<file path="config.mk">
export PLATFORM = sky130hd
export DESIGN_NAME = maze_player_ctrl
export DESIGN_NICKNAME = d
export VERILOG_FILES = /design/src/rtl/maze_player_ctrl.sv
export SDC_FILE = /design/constraint.sdc
export NUM_CORES = 1
export LEC_CHECK = 0
export ABC_CLOCK_PERIOD_IN_PS = 3000
export BUFFER_PORTS_ARGS = -buffer_cell sky130_fd_sc_hd__buf_2
export CORE_AREA = 5 5 148 150
export CTS_CLUSTER_DIAMETER = 60
export DETAILED_ROUTE_END_ITERATION = 6
export DIE_AREA = 0 0 153 155
export GPL_TIMING_DRIVEN = 0
export SYNTH_ARGS = -nofsm -noshare
export SYNTH_HDL_FRONTEND = slang
export SYNTH_SLANG_ARGS = --single-unit
</file>
<file path="constraint.sdc">
create_clock -name clk -period 3 [get_ports clk]
set_input_delay 0.9 -clock clk [delete_from_list [all_inputs] [get_ports clk]]
set_output_delay 0.9 -clock clk [all_outputs]
set_load 0.01 [all_outputs]
</file>
<file path="src/rtl/maze_player_ctrl.sv">
// Debounced button-driven player walker over a wall-lookup port; flags arrival at the goal cell.
// Latency: request in IDLE at t -> player/move_pulse update at end of t+2; no backpressure, busy-time requests dropped.
module maze_player_ctrl #(
   parameter int COORD_W         = 3,
   parameter int DEBOUNCE_CYCLES = 500000,
   parameter int CNT_W           = 16
) (
   input  logic               clk,
   input  logic               reset,
   input  logic               maze_ready,
   input  logic [COORD_W-1:0] maze_width,
   input  logic [COORD_W-1:0] maze_height,
   input  logic [3:0]         btn,
   output logic [COORD_W-1:0] cell_x,
   output logic [COORD_W-1:0] cell_y,
   input  logic [3:0]         cell_open,
   output logic [COORD_W-1:0] player_x,
   output logic [COORD_W-1:0] player_y,
   output logic [CNT_W-1:0]   move_count,
   output logic               move_pulse,
   output logic               at_goal
);

   localparam int DW = (DEBOUNCE_CYCLES > 1) ? $clog2(DEBOUNCE_CYCLES) : 1;
   localparam logic [DW-1:0] DB_MAX = DW'(DEBOUNCE_CYCLES - 1);

   // direction index doubles as the cell_open bit index: 0=up/N 1=right/E 2=down/S 3=left/W
   typedef enum logic [2:0] {
      WAIT_MAZE,
      IDLE,
      FETCH,
      CHECK,
      MOVE,
      GOAL
   } state_t;

   state_t             state, state_nxt;
   logic [3:0]         deb, deb_prev, rise;
   logic [DW-1:0]      db_cnt [4];
   logic [1:0]         dir, dir_nxt, req_dir;
   logic               req_any;
   logic [3:0]         open_q, open_nxt;
   logic [COORD_W-1:0] px, py, px_nxt, py_nxt;
   logic [CNT_W-1:0]   count, count_nxt;
   logic               pulse_nxt;
   logic               legal, goal_cell;

   always_ff @(posedge clk) begin
      if (reset) begin
         deb      <= '0;
         deb_prev <= '0;
         for (int i = 0; i < 4; i++) db_cnt[i] <= '0;
      end else begin
         deb_prev <= deb;
         for (int i = 0; i < 4; i++) begin
            if (btn[i] != deb[i]) begin
               if (db_cnt[i] == DB_MAX) begin
                  deb[i]    <= btn[i];
                  db_cnt[i] <= '0;
               end else begin
                  db_cnt[i] <= db_cnt[i] + 1'b1;
               end
            end else begin
               db_cnt[i] <= '0;
            end
         end
      end
   end

   assign rise = deb & ~deb_prev;

   always_comb begin
      req_any = |rise;
      req_dir = 2'd0;
      if (rise[0])      req_dir = 2'd0;
      else if (rise[1]) req_dir = 2'd1;
      else if (rise[2]) req_dir = 2'd2;
      else if (rise[3]) req_dir = 2'd3;
   end

   assign goal_cell = (px == maze_width - 1'b1) && (py == maze_height - 1'b1);

   always_comb begin
      legal = 1'b0;
      case (dir)
         2'd0: legal = open_q[0] && (py != '0);
         2'd1: legal = open_q[1] && (({1'b0, px} + 1'b1) < {1'b0, maze_width});
         2'd2: legal = open_q[2] && (({1'b0, py} + 1'b1) < {1'b0, maze_height});
         default: legal = open_q[3] && (px != '0);
      endcase
   end

   always_comb begin
      state_nxt = state;
      px_nxt    = px;
      py_nxt    = py;
      count_nxt = count;
      pulse_nxt = 1'b0;
      dir_nxt   = dir;
      open_nxt  = open_q;
      case (state)
         WAIT_MAZE: begin
            px_nxt    = '0;
            py_nxt    = '0;
            count_nxt = '0;
            if (maze_ready) state_nxt = IDLE;
         end
         IDLE: begin
            // only a 1x1 maze can sit on the goal here
            if (goal_cell) begin
               state_nxt = GOAL;
            end else if (req_any) begin
               dir_nxt   = req_dir;
               state_nxt = FETCH;
            end
         end
         FETCH: begin
            open_nxt  = cell_open;
            state_nxt = CHECK;
         end
         CHECK: begin
            if (legal) begin
               case (dir)
                  2'd0: py_nxt = py - 1'b1;
                  2'd1: px_nxt = px + 1'b1;
                  2'd2: py_nxt = py + 1'b1;
                  default: px_nxt = px - 1'b1;
               endcase
               pulse_nxt = 1'b1;
               if (count != '1) count_nxt = count + 1'b1;
               state_nxt = MOVE;
            end else begin
               state_nxt = IDLE;
            end
         end
         MOVE: state_nxt = goal_cell ? GOAL : IDLE;
         GOAL: state_nxt = GOAL;
         default: state_nxt = WAIT_MAZE;
      endcase
      if (!maze_ready) begin
         state_nxt = WAIT_MAZE;
         px_nxt    = '0;
         py_nxt    = '0;
         count_nxt = '0;
         pulse_nxt = 1'b0;
      end
   end

   always_ff @(posedge clk) begin
      if (reset) begin
         state      <= WAIT_MAZE;
         px         <= '0;
         py         <= '0;
         count      <= '0;
         move_pulse <= 1'b0;
         dir        <= 2'd0;
         open_q     <= '0;
      end else begin
         state      <= state_nxt;
         px         <= px_nxt;
         py         <= py_nxt;
         count      <= count_nxt;
         move_pulse <= pulse_nxt;
         dir        <= dir_nxt;
         open_q     <= open_nxt;
      end
   end

   assign cell_x     = (state == WAIT_MAZE) ? '0 : px;
   assign cell_y     = (state == WAIT_MAZE) ? '0 : py;
   assign player_x   = px;
   assign player_y   = py;
   assign move_count = count;
   assign at_goal    = (state == GOAL);

endmodule

</file>
==> impl_results.md <==
* Hold path endpoint: move_count[10]$_SDFFE_PP0P_
* Fin nets at 833
* Yosys Warn Count at 0
* Crit share post-route at 90.0%
* Total GRT Usage at 11.2%
* Hold Crit Depth at 2
* Drt total wl at 12700 um
* Synth cell types at 56
* Clk_lat worst skew at 0.41 ns
* Via density at 4.48
* Die Area at 23700 um2
* Per-cell routed wire length at 11.7 um
* Gpl congestion at 0.781
* Clock Root Buffer: clkbuf_16
* CTS tree: yes
* Hold Path Class: flop to flop
* # fillers at 2118
* Cells along the critical path: inv_1 -> ha_1 -> ha_1 -> nor2b_1 -> o21ai_1 -> a32oi_2 -> and3_4 -> buf_4 -> buf_2 -> o21ai_0 -> a21oi_1
* Reg clk slew, reported paths at 0.05 ns
* RSZ-0062 raised after global routing: false
* Largest area contributor in the netlist: edfxtp_1
* Outcome: completed
* Antenna Violating Nets Remaining at 0
* Layout cells sized above 1 at 11.7%
* Tmin final at 2.70 ns
* Max-slew violation count at 0
* Core area at 20600 um2
* FF-to-FF End: move_count[11]$_SDFFE_PP0P_
* R2R cell count at 11
* WP data required at 3.34 ns
* Flops & latches, synth at 116
* Top delay family on crit path: compound AO/OA/AOI/OAI gates
* # placed instances at 1053
* Finished Layout Cells at 1085
* Max_cap viols at 0
* Crit start category: flop
* Mean Syn Cell Area at 9.71 um2
* Setup TNS Final at 0 ns
* Worst Setup End Kind: flop
* CTS resizes at 0
* Vias in the first global route at 4771
* Clk sinks at 116
* CP Buf/Inv Count at 3
* FF/Latch Area at 3080 um2
* FMAX at 370 MHz
* Asr flop ratio synth at 0%
* Critical path class: flop to flop
* # diodes at 0
* Crit path top cell by count: ha_1
* Initial antenna violation count at 0
* Post-synth EDFFs at 76
* Cell Area, Synth at 6380 um2
* Setup violations, final at 0
* Worst r2r src: player_y[1]$_SDFFE_PP0P_
* Port buffer count at 46
* Lkg Pwr at 2.94 nW
* Slew headroom at 55.6%
* IO Count at 47
* Multi-input logic area at 3380 um2
* Slowest library cell on the worst path: dfxtp_1
* HP Start: move_count[10]$_SDFFE_PP0P_
* FP Rows at 53
* Ys flop type: edfxtp_1
* Largest net degree at the start of global routing at 17
* Number of remaining DRC errors at 0
* Sequential fraction of the synthesis area at 48.3%
* Max incr delay on CP at 0.46 ns
* Initial Util at 31.0%
* Worst path arrival time at 3.04 ns
* Reg2reg setup slack at 0.30 ns
* Worst VDD drop at 0.344 mV
* First-pass GRT wire length at 22100 um
* First-pass DRT Iterations at 4
* Pwr Total at 3.98 mW
* Die height at 155 um
* Initial DRC count at 237
* Synth area leaders: edfxtp_1 (36%), dfxtp_1 (13%), nor2_1 (7.1%), xor2_1 (6.9%), xnor2_1 (4.3%)
* Worst-Margin Slew at 0.662 ns
* Post-synth top area share at 35.8%
* Final hold violations at 0
* Clock skew at 0.00660 ns
* Vias at 4866
* DP Wirelength at 9550 um
* Clk buf depth at 2
* Post-synthesis to final-layout area growth at 22.5%
* Total CTS buffers at 17
* Post-Syn Instances at 657
* P per Cell Area at 510 nW/um2
* Post-CTS setup buffers at 0
* Hold Buf Count CTS at 0
* Die X at 153 um
* Crit path max fanout at 10
* GRT Residual Overflow at 0
* H-tree levels at 4
-- metal layers --
layer	track usage (%)	share of wire [%]	vias to the layer above
li1	-	-	2532
met1	14.1	47	2246
met2	18.6	48	72
met3	3.06	3.7	16
met4	4.20	1.5	0
met5	0	0	-
-- power by group --
group | leakage (nW) | switching (mW) | internal (mW)
clock | 0.283 | 0.698 | 1.28
sequential | 1.10 | 0.0598 | 1.77
combinational | 1.55 | 0.106 | 0.0728
total | 2.94 | 0.864 | 3.12
-- per-stage QoR --
| step | utilization, % | setup slack (ns) | hold slack (ns) | cell area [um2] |
|---|---|---|---|---|
| final | 38.0 | 0.299 | 0.495 | 7820 |
| after global routing | 38.0 | 0.0114 | 0.525 | 7820 |
| after CTS | 38.0 | 0.281 | 0.501 | 7820 |
| after detailed placement | 35.2 | 0.138 | 0.491 | 7230 |
| after global placement | 35.2 | 0.149 | 0.476 | 7230 |
| after floorplan | - | 0.407 | 0.453 | 6660 |
-- flip-flops by register name, summed over array words and instances, names as in the netlist --
name and count:
deb_prev 4, db_cnt 76, open_q 4, player_x 3, move_pulse 1, dir 2
move_count 16, state 3, deb 4, player_y 3
-- cell families after synthesis --
group           after synthesis  synth area share [%]
simple gates                325                  25.3
flops                       116                  48.3
xor+xnor                     81                  11.1
compound gates               54                  5.71
buf+inv                      46                  3.14
fa+ha+maj                    20                  4.12
mux                          14                  2.22
other cells                   1                0.0588
-- Yosys cell counts, types with 17 or more instances --
library cell and instances:
nand4_1 19, dfxtp_1 40, nor2_1 121, nand2_1 52
inv_1 26, ha_1 17, xor2_1 50, xnor2_1 31
nand3_1 40, edfxtp_1 76, a21oi_1 21
-- worst max path at each step --
stage                                         from                           to  slack, ns  cells after the start
after floorplan                     maze_height[1]     player_y[2]$_SDFFE_PP0P_       0.41                      9
after global placement              maze_height[1]     player_x[2]$_SDFFE_PP0P_       0.15                      9
after detailed placement            maze_height[1]  move_count[11]$_SDFFE_PP0P_       0.14                     11
after CTS                 player_y[0]$_SDFFE_PP0P_  move_count[11]$_SDFFE_PP0P_       0.28                     11
after global routing      player_y[1]$_SDFFE_PP0P_  move_count[11]$_SDFFE_PP0P_       0.01                     11
final                     player_y[1]$_SDFFE_PP0P_  move_count[11]$_SDFFE_PP0P_       0.30                     11
-- worst register-to-register path, cell delays in order (launching register included) --
cell and delay (ns):
dfxtp_1 0.46, inv_1 0.13, ha_1 0.30, ha_1 0.27, nor2b_1 0.13, o21ai_1 0.08, a32oi_2 0.33, and3_4 0.26
buf_4 0.16, buf_2 0.23, o21ai_0 0.12, a21oi_1 0.15
-- cell usage in the layout (no fill, tap or decap), types with 6 or more instances in the layout --
master,count
xnor2_1,31
or4_1,10
clkbuf_1,10
o21ai_0,8
nor2_1,121
nand4_1,19
nor3_1,13
o31ai_1,10
conb_1,76
nand3_1,40
nor2b_1,9
inv_1,26
mux2i_1,13
and2_1,6
nor4_1,6
ha_1,17
and3_1,11
clkbuf_16,17
buf_2,53
dfxtp_1,40
a21oi_1,21
or3_1,10
edfxtp_1,76
nand2_1,52
xor2_1,50
-- area by class of cell --
type                       instances  area share, %
buffer                            20           1.31
clock inverter                     9           1.33
clock buffer                      23           6.12
tap                              275           4.40
timing repair buffer              46           2.95
multi-input combinational        570           43.2
inverter                          26           1.25
sequential                       116           39.4
No activity file was read; power rests on OpenSTA's default activity.
